[config.mk]
export PLATFORM = sky130hd
export DESIGN_NAME = exec_ctrl_unit
export DESIGN_NICKNAME = d
export VERILOG_FILES = /design/src/rtl/exec_ctrl_unit.sv
export SDC_FILE = /design/constraint.sdc
export NUM_CORES = 1
export LEC_CHECK = 0
export CORE_UTILIZATION = 52
export DETAILED_ROUTE_END_ITERATION = 6
export PLACE_DENSITY = 0.8
export SETUP_SLACK_MARGIN = 0.15
export SLEW_MARGIN = 20
export SYNTH_ARGS = -nofsm -noshare
export SYNTH_HDL_FRONTEND = slang
export SYNTH_SLANG_ARGS = --single-unit
[constraint.sdc]
create_clock -name clk -period 14.1 [get_ports clk]
set_input_delay 2.82 -clock clk [delete_from_list [all_inputs] [get_ports clk]]
set_output_delay 2.82 -clock clk [all_outputs]
set_load 0.01 [all_outputs]
[src/rtl/exec_ctrl_unit.sv]
// Execute/control slice: main opcode decoder, ALU-op decoder, 32-bit ALU and
// a small capture register holding the last enabled result and flag.
module exec_ctrl_unit (
  input  logic        clk,
  input  logic        rst,
  input  logic        en,
  input  logic [6:0]  opcode,
  input  logic [2:0]  funct3,
  input  logic [6:0]  funct7,
  input  logic [31:0] pc,
  input  logic [31:0] rs1_val,
  input  logic [31:0] rs2_val,
  input  logic [31:0] imm,
  output logic        reg_write,
  output logic        alu_src,
  output logic        mem_read,
  output logic        mem_write,
  output logic        branch,
  output logic        jump,
  output logic        jump_r,
  output logic        memtoreg,
  output logic        auipc,
  output logic [1:0]  alu_op,
  output logic        csr_read_en,
  output logic        csr_write_en,
  output logic        is_csr,
  output logic [3:0]  alu_ctrl,
  output logic [31:0] alu_result,
  output logic        zero,
  output logic [31:0] result_q,
  output logic        zero_q
);

  localparam logic [6:0] OpR      = 7'b0110011;
  localparam logic [6:0] OpI      = 7'b0010011;
  localparam logic [6:0] OpLoad   = 7'b0000011;
  localparam logic [6:0] OpStore  = 7'b0100011;
  localparam logic [6:0] OpBranch = 7'b1100011;
  localparam logic [6:0] OpJal    = 7'b1101111;
  localparam logic [6:0] OpJalr   = 7'b1100111;
  localparam logic [6:0] OpLui    = 7'b0110111;
  localparam logic [6:0] OpAuipc  = 7'b0010111;
  localparam logic [6:0] OpSystem = 7'b1110011;

  localparam logic [3:0] AluAnd  = 4'b0000;
  localparam logic [3:0] AluOr   = 4'b0001;
  localparam logic [3:0] AluAdd  = 4'b0010;
  localparam logic [3:0] AluXor  = 4'b0011;
  localparam logic [3:0] AluSll  = 4'b0100;
  localparam logic [3:0] AluSrl  = 4'b0101;
  localparam logic [3:0] AluSub  = 4'b0110;
  localparam logic [3:0] AluSlt  = 4'b0111;
  localparam logic [3:0] AluSra  = 4'b1000;
  localparam logic [3:0] AluSltu = 4'b1001;
  localparam logic [3:0] AluEq   = 4'b1010;
  localparam logic [3:0] AluNe   = 4'b1011;
  localparam logic [3:0] AluLt   = 4'b1100;
  localparam logic [3:0] AluGe   = 4'b1101;
  localparam logic [3:0] AluLtu  = 4'b1110;
  localparam logic [3:0] AluGeu  = 4'b1111;

  logic [31:0] op_a;
  logic [31:0] op_b;

  // Only funct7[5] distinguishes SUB/SRA; remaining bits are don't-care here.
  logic unused_funct7;
  assign unused_funct7 = ^{funct7[6], funct7[4:0]};

  // Main decoder: opcode to datapath and CSR controls.
  always_comb begin
    reg_write    = 1'b0;
    alu_src      = 1'b0;
    mem_read     = 1'b0;
    mem_write    = 1'b0;
    branch       = 1'b0;
    jump         = 1'b0;
    jump_r       = 1'b0;
    memtoreg     = 1'b0;
    auipc        = 1'b0;
    alu_op       = 2'b00;
    csr_read_en  = 1'b0;
    csr_write_en = 1'b0;
    is_csr       = 1'b0;
    case (opcode)
      OpR: begin
        reg_write = 1'b1;
        alu_op    = 2'b10;
      end
      OpI: begin
        reg_write = 1'b1;
        alu_src   = 1'b1;
        alu_op    = 2'b11;
      end
      OpLoad: begin
        reg_write = 1'b1;
        alu_src   = 1'b1;
        mem_read  = 1'b1;
        memtoreg  = 1'b1;
      end
      OpStore: begin
        alu_src   = 1'b1;
        mem_write = 1'b1;
      end
      OpBranch: begin
        branch = 1'b1;
        alu_op = 2'b01;
      end
      OpJal: begin
        reg_write = 1'b1;
        jump      = 1'b1;
      end
      OpJalr: begin
        reg_write = 1'b1;
        alu_src   = 1'b1;
        jump_r    = 1'b1;
      end
      OpLui: begin
        reg_write = 1'b1;
        alu_src   = 1'b1;
      end
      OpAuipc: begin
        reg_write = 1'b1;
        alu_src   = 1'b1;
        auipc     = 1'b1;
      end
      OpSystem: begin
        // funct3 == 0 is ECALL/EBREAK: no controls asserted.
        if (funct3 != 3'b000) begin
          is_csr       = 1'b1;
          reg_write    = 1'b1;
          csr_read_en  = 1'b1;
          csr_write_en = (funct3[1:0] != 2'b00);
        end
      end
      default: ;
    endcase
  end

  // ALU-op decoder; jumps always add so the result is the link address.
  always_comb begin
    alu_ctrl = AluAdd;
    if (!(jump || jump_r)) begin
      case (alu_op)
        2'b01: begin
          case (funct3)
            3'b001:  alu_ctrl = AluNe;
            3'b100:  alu_ctrl = AluLt;
            3'b101:  alu_ctrl = AluGe;
            3'b110:  alu_ctrl = AluLtu;
            3'b111:  alu_ctrl = AluGeu;
            default: alu_ctrl = AluEq;
          endcase
        end
        2'b10, 2'b11: begin
          case (funct3)
            3'b000:  alu_ctrl = (alu_op == 2'b10 && funct7[5]) ? AluSub : AluAdd;
            3'b001:  alu_ctrl = AluSll;
            3'b010:  alu_ctrl = AluSlt;
            3'b011:  alu_ctrl = AluSltu;
            3'b100:  alu_ctrl = AluXor;
            3'b101:  alu_ctrl = funct7[5] ? AluSra : AluSrl;
            3'b110:  alu_ctrl = AluOr;
            default: alu_ctrl = AluAnd;
          endcase
        end
        default: alu_ctrl = AluAdd;
      endcase
    end
  end

  // Operand selection.
  always_comb begin
    if (opcode == OpLui) begin
      op_a = 32'd0;
    end else if (auipc || jump || jump_r) begin
      op_a = pc;
    end else begin
      op_a = rs1_val;
    end
    if (jump || jump_r) begin
      op_b = 32'd4;
    end else if (alu_src) begin
      op_b = imm;
    end else begin
      op_b = rs2_val;
    end
  end

  // ALU datapath and flag; compare codes yield 0/1.
  always_comb begin
    alu_result = 32'd0;
    case (alu_ctrl)
      AluAnd:  alu_result = op_a & op_b;
      AluOr:   alu_result = op_a | op_b;
      AluAdd:  alu_result = op_a + op_b;
      AluXor:  alu_result = op_a ^ op_b;
      AluSll:  alu_result = op_a << op_b[4:0];
      AluSrl:  alu_result = op_a >> op_b[4:0];
      AluSub:  alu_result = op_a - op_b;
      AluSlt:  alu_result = {31'd0, $signed(op_a) < $signed(op_b)};
      AluSra:  alu_result = $unsigned($signed(op_a) >>> op_b[4:0]);
      AluSltu: alu_result = {31'd0, op_a < op_b};
      AluEq:   alu_result = {31'd0, op_a == op_b};
      AluNe:   alu_result = {31'd0, op_a != op_b};
      AluLt:   alu_result = {31'd0, $signed(op_a) < $signed(op_b)};
      AluGe:   alu_result = {31'd0, $signed(op_a) >= $signed(op_b)};
      AluLtu:  alu_result = {31'd0, op_a < op_b};
      default: alu_result = {31'd0, op_a >= op_b};
    endcase
    // Branch codes report "condition true" so branch & zero means taken.
    if (alu_ctrl >= AluEq) begin
      zero = alu_result[0];
    end else begin
      zero = (alu_result == 32'd0);
    end
  end

  // Capture register: loads on enabled edges, cleared asynchronously.
  always_ff @(posedge clk or posedge rst) begin
    if (rst) begin
      result_q <= 32'd0;
      zero_q   <= 1'b0;
    end else if (en) begin
      result_q <= alu_result;
      zero_q   <= zero;
    end
  end

endmodule

==> flow_metrics.tcl <==
set metrics [dict create \
    outcome "complete, no violations" \
    die_y_um 155 \
    synth_nets 2185 \
    portBuffers 225 \
    drt-total-wl_um 64800 \
    fmax_ghz 0.0731 \
    worst_slack_ns 0.419 \
    dpl_worst_slack_ns 0.938 \
    crit_path_end_kind "output port" \
    synth-seq-area-share 0.0680 \
    start_kind "input pin" \
    cts_tree "yes" \
    nets 2325 \
    fin_setup_tns_ns 0 \
    num_io_pins 232 \
    switchingPower_mw 0.563 \
    maxCapViolCount 0 \
    antenna_found_initial 5 \
    report.final.slew_viol_count 0 \
    numCtsBuffers 5 \
    grtUsageTotal 0.518 \
    crit_required_ns 11.28 \
    grt_pass1_vias 15517 \
    crit_type "in2out" \
    ir_drop_mv 0.0654 \
    drcViolationCount 0 \
    ys_async_sr_fraction 1.00 \
    arrival_ns 10.86 \
    p_seq_frac 0.126 \
    synth_area_leaders "ha_1 10%, a21oi_1 8.0%, o21ai_0 7.2%" \
    vias 17598 \
    clockRootBuffer "clkbuf_16" \
    synth_cell_types 84 \
    drtIter0Drc 3354 \
    yosysTopAreaCell "ha_1" \
    grt_max_degree 76 \
    max_slew_margin 0.181 \
    ant_nets 0 \
    fin_skew_ns 0 \
    finalPower_mw 1.04 \
    gp_congestion 1.16 \
    cts_sinks 33 \
    worst_slew_pin_slew_ns 1.20 \
    p_int_mw 0.478 \
    wl_per_cell_um 27.1 \
    design_area_um2 14800 \
    fp.dieW_um 155 \
    min_path_type "reg2reg" \
    p_clk_frac 0.098 \
    gr-total-overflow 0 \
    h-tree-depth 2 \
    cts_buffer_depth 2 \
    ys_ff_latch 33 \
    dieArea_um2 24000 \
    leakagePower_nw 6.20 \
    synth_top_cell_area_share 0.102 \
    cts_resized 0 \
    coreArea_um2 22800 \
    post-dp-hpwl_um 50500 \
    area_growth_syn_to_layout_pct 21.8 \
    clk_pin_slew_worst_paths_ns 0.05 \
    start_util 0.533 \
    comb_power_share 0.776 \
    yosysWarnings 0 \
    place_area_um2 14600 \
    syn_inst 1936 \
    rsz0062_at_grt "false" \
    first_pass_iters 6 \
    pwr_density_cell_nw_per_um2 70.4 \
    cts-hold-fix-buffers 0 \
    drive_above_1_share 0.0631 \
    grt_pass1_wl_um 94100 \
    finalSetupViolations 0 \
    min_period_ns 13.68 \
    synthesis.area_um2 12100 \
    syn_area_per_cell_um2 6.27 \
    postCtsSetupBuffers 0 \
    synth-edff-count 0 \
    fp-row-count 55 \
    swShare 0.541 \
    finalCritPeriodShare 0.970 \
    synthFlopType "dfrtp_1" \
    viasPerCell 7.36 \
    hold_viol 0 \
    insertion_delay_ns 0.28 \
    crit_path_max_fanout 35 \
]
==> power groups by stage <==
| stage | Sequential, mW | Combinational [mW] | Clock (mW) |
|---|---|---|---|
| floorplan | 0.140 | 0.414 | 0 |
| global placement | 0.130 | 0.749 | 0 |
| detailed placement | 0.132 | 0.758 | 0 |
| CTS | 0.131 | 0.762 | 0.103 |
| global route | 0.133 | 0.835 | 0.108 |
| finish | 0.131 | 0.807 | 0.102 |
==> layer usage <==
metal | track usage | wire length (um) | vias up
met5 | 0 | 33 | -
met4 | 0.416 | 6340 | 4
met3 | 0.180 | 10600 | 391
met2 | 0.746 | 25400 | 1747
met1 | 0.624 | 22500 | 7907
li1 | - | - | 7549
==> cell families after synthesis <==
| logic type | Yosys count | share of synthesized area |
|---|---|---|
| compound gates | 742 | 0.397 |
| simple gates | 734 | 0.291 |
| buf+inv | 263 | 0.0860 |
| fa+ha+maj | 101 | 0.105 |
| mux | 54 | 0.0460 |
| flops | 33 | 0.0680 |
| xor+xnor | 9 | 0.00649 |
==> path summary, 6_finish.rpt <==
kind	start	to	slack, ns	cells after the start
max	opcode[6]	zero	0.42	20
min	result_q[26]	result_q[26]	0.50	1
max reg2reg	result_q[14]	result_q[14]	13.29	2
min reg2reg	result_q[26]	result_q[26]	0.50	1
max in group asynchronous	rst	result_q[12]	10.86	3
min in group asynchronous	rst	result_q[28]	2.95	3
==> layout make-up <==
type	count	area, um^2
inverter	124	465
timing repair buffer	272	2600
fill	2111	8000
sequential	33	826
antenna	2	5.00
clock inverter	2	10.0
tap	313	392
multi-input combinational	1640	10400
clock buffer	6	129
==> placed cells by master (no fill, tap or decap), types with 32 or more instances in the layout <==
cell             count
nand2_1            199
nor2_1             152
o211ai_1            65
buf_4               47
dfrtp_1             33
or2_2               32
mux2i_1             40
nor3_1              44
clkdlybuf4s50_1    224
o21ai_0            174
inv_1              120
ha_1                99
a21oi_1            194
nand3_1            164
==> flip-flops by register name, indices dropped and copies added, names as in the netlist <==
signal,flops
zero_q,1
result_q,32
==> worst max-delay path, stage by stage <==
cell and delay [ns]:
clkdlybuf4s50_1 0.84, nand4b_1 0.50, nor2_4 0.75, o21ai_0 0.37, nand2_1 0.32, ha_1 0.41, nor4_1 0.59, nand2_1 0.09
a21oi_1 0.28, o21bai_1 0.19, o211ai_1 0.81, o21ai_0 0.25, a221oi_1 0.32, a31oi_1 0.20, a211oi_1 0.72, nand4_1 0.18
nor4_1 0.33, nand4_1 0.21, nand2_1 0.11, clkdlybuf4s50_1 0.54
==> per-stage QoR <==
step	hold slack (ns)	utilization	instances
detailed placement	0.496	0.643	2382
global placement	0.489	0.642	2382
CTS	0.507	0.649	2390
global route	0.521	0.649	2390
finish	0.504	0.649	2392
floorplan	0.551	-	1936
==> Yosys cell counts (all sizes together) (22+ instances only) <==
library cell	instances
nand2	201
a21oi	195
o21ai	180
nand3	164
nor2	155
inv	122
ha	99
clkbuf	93
o211ai	65
nor3	47
buf	46
mux2i	40
dfrtp	33
a211oi	32
or2	32
o22ai	26
nand4	25
a221oi	23
a31oi	22
nor4	22
(Power assumes the default switching activity.)
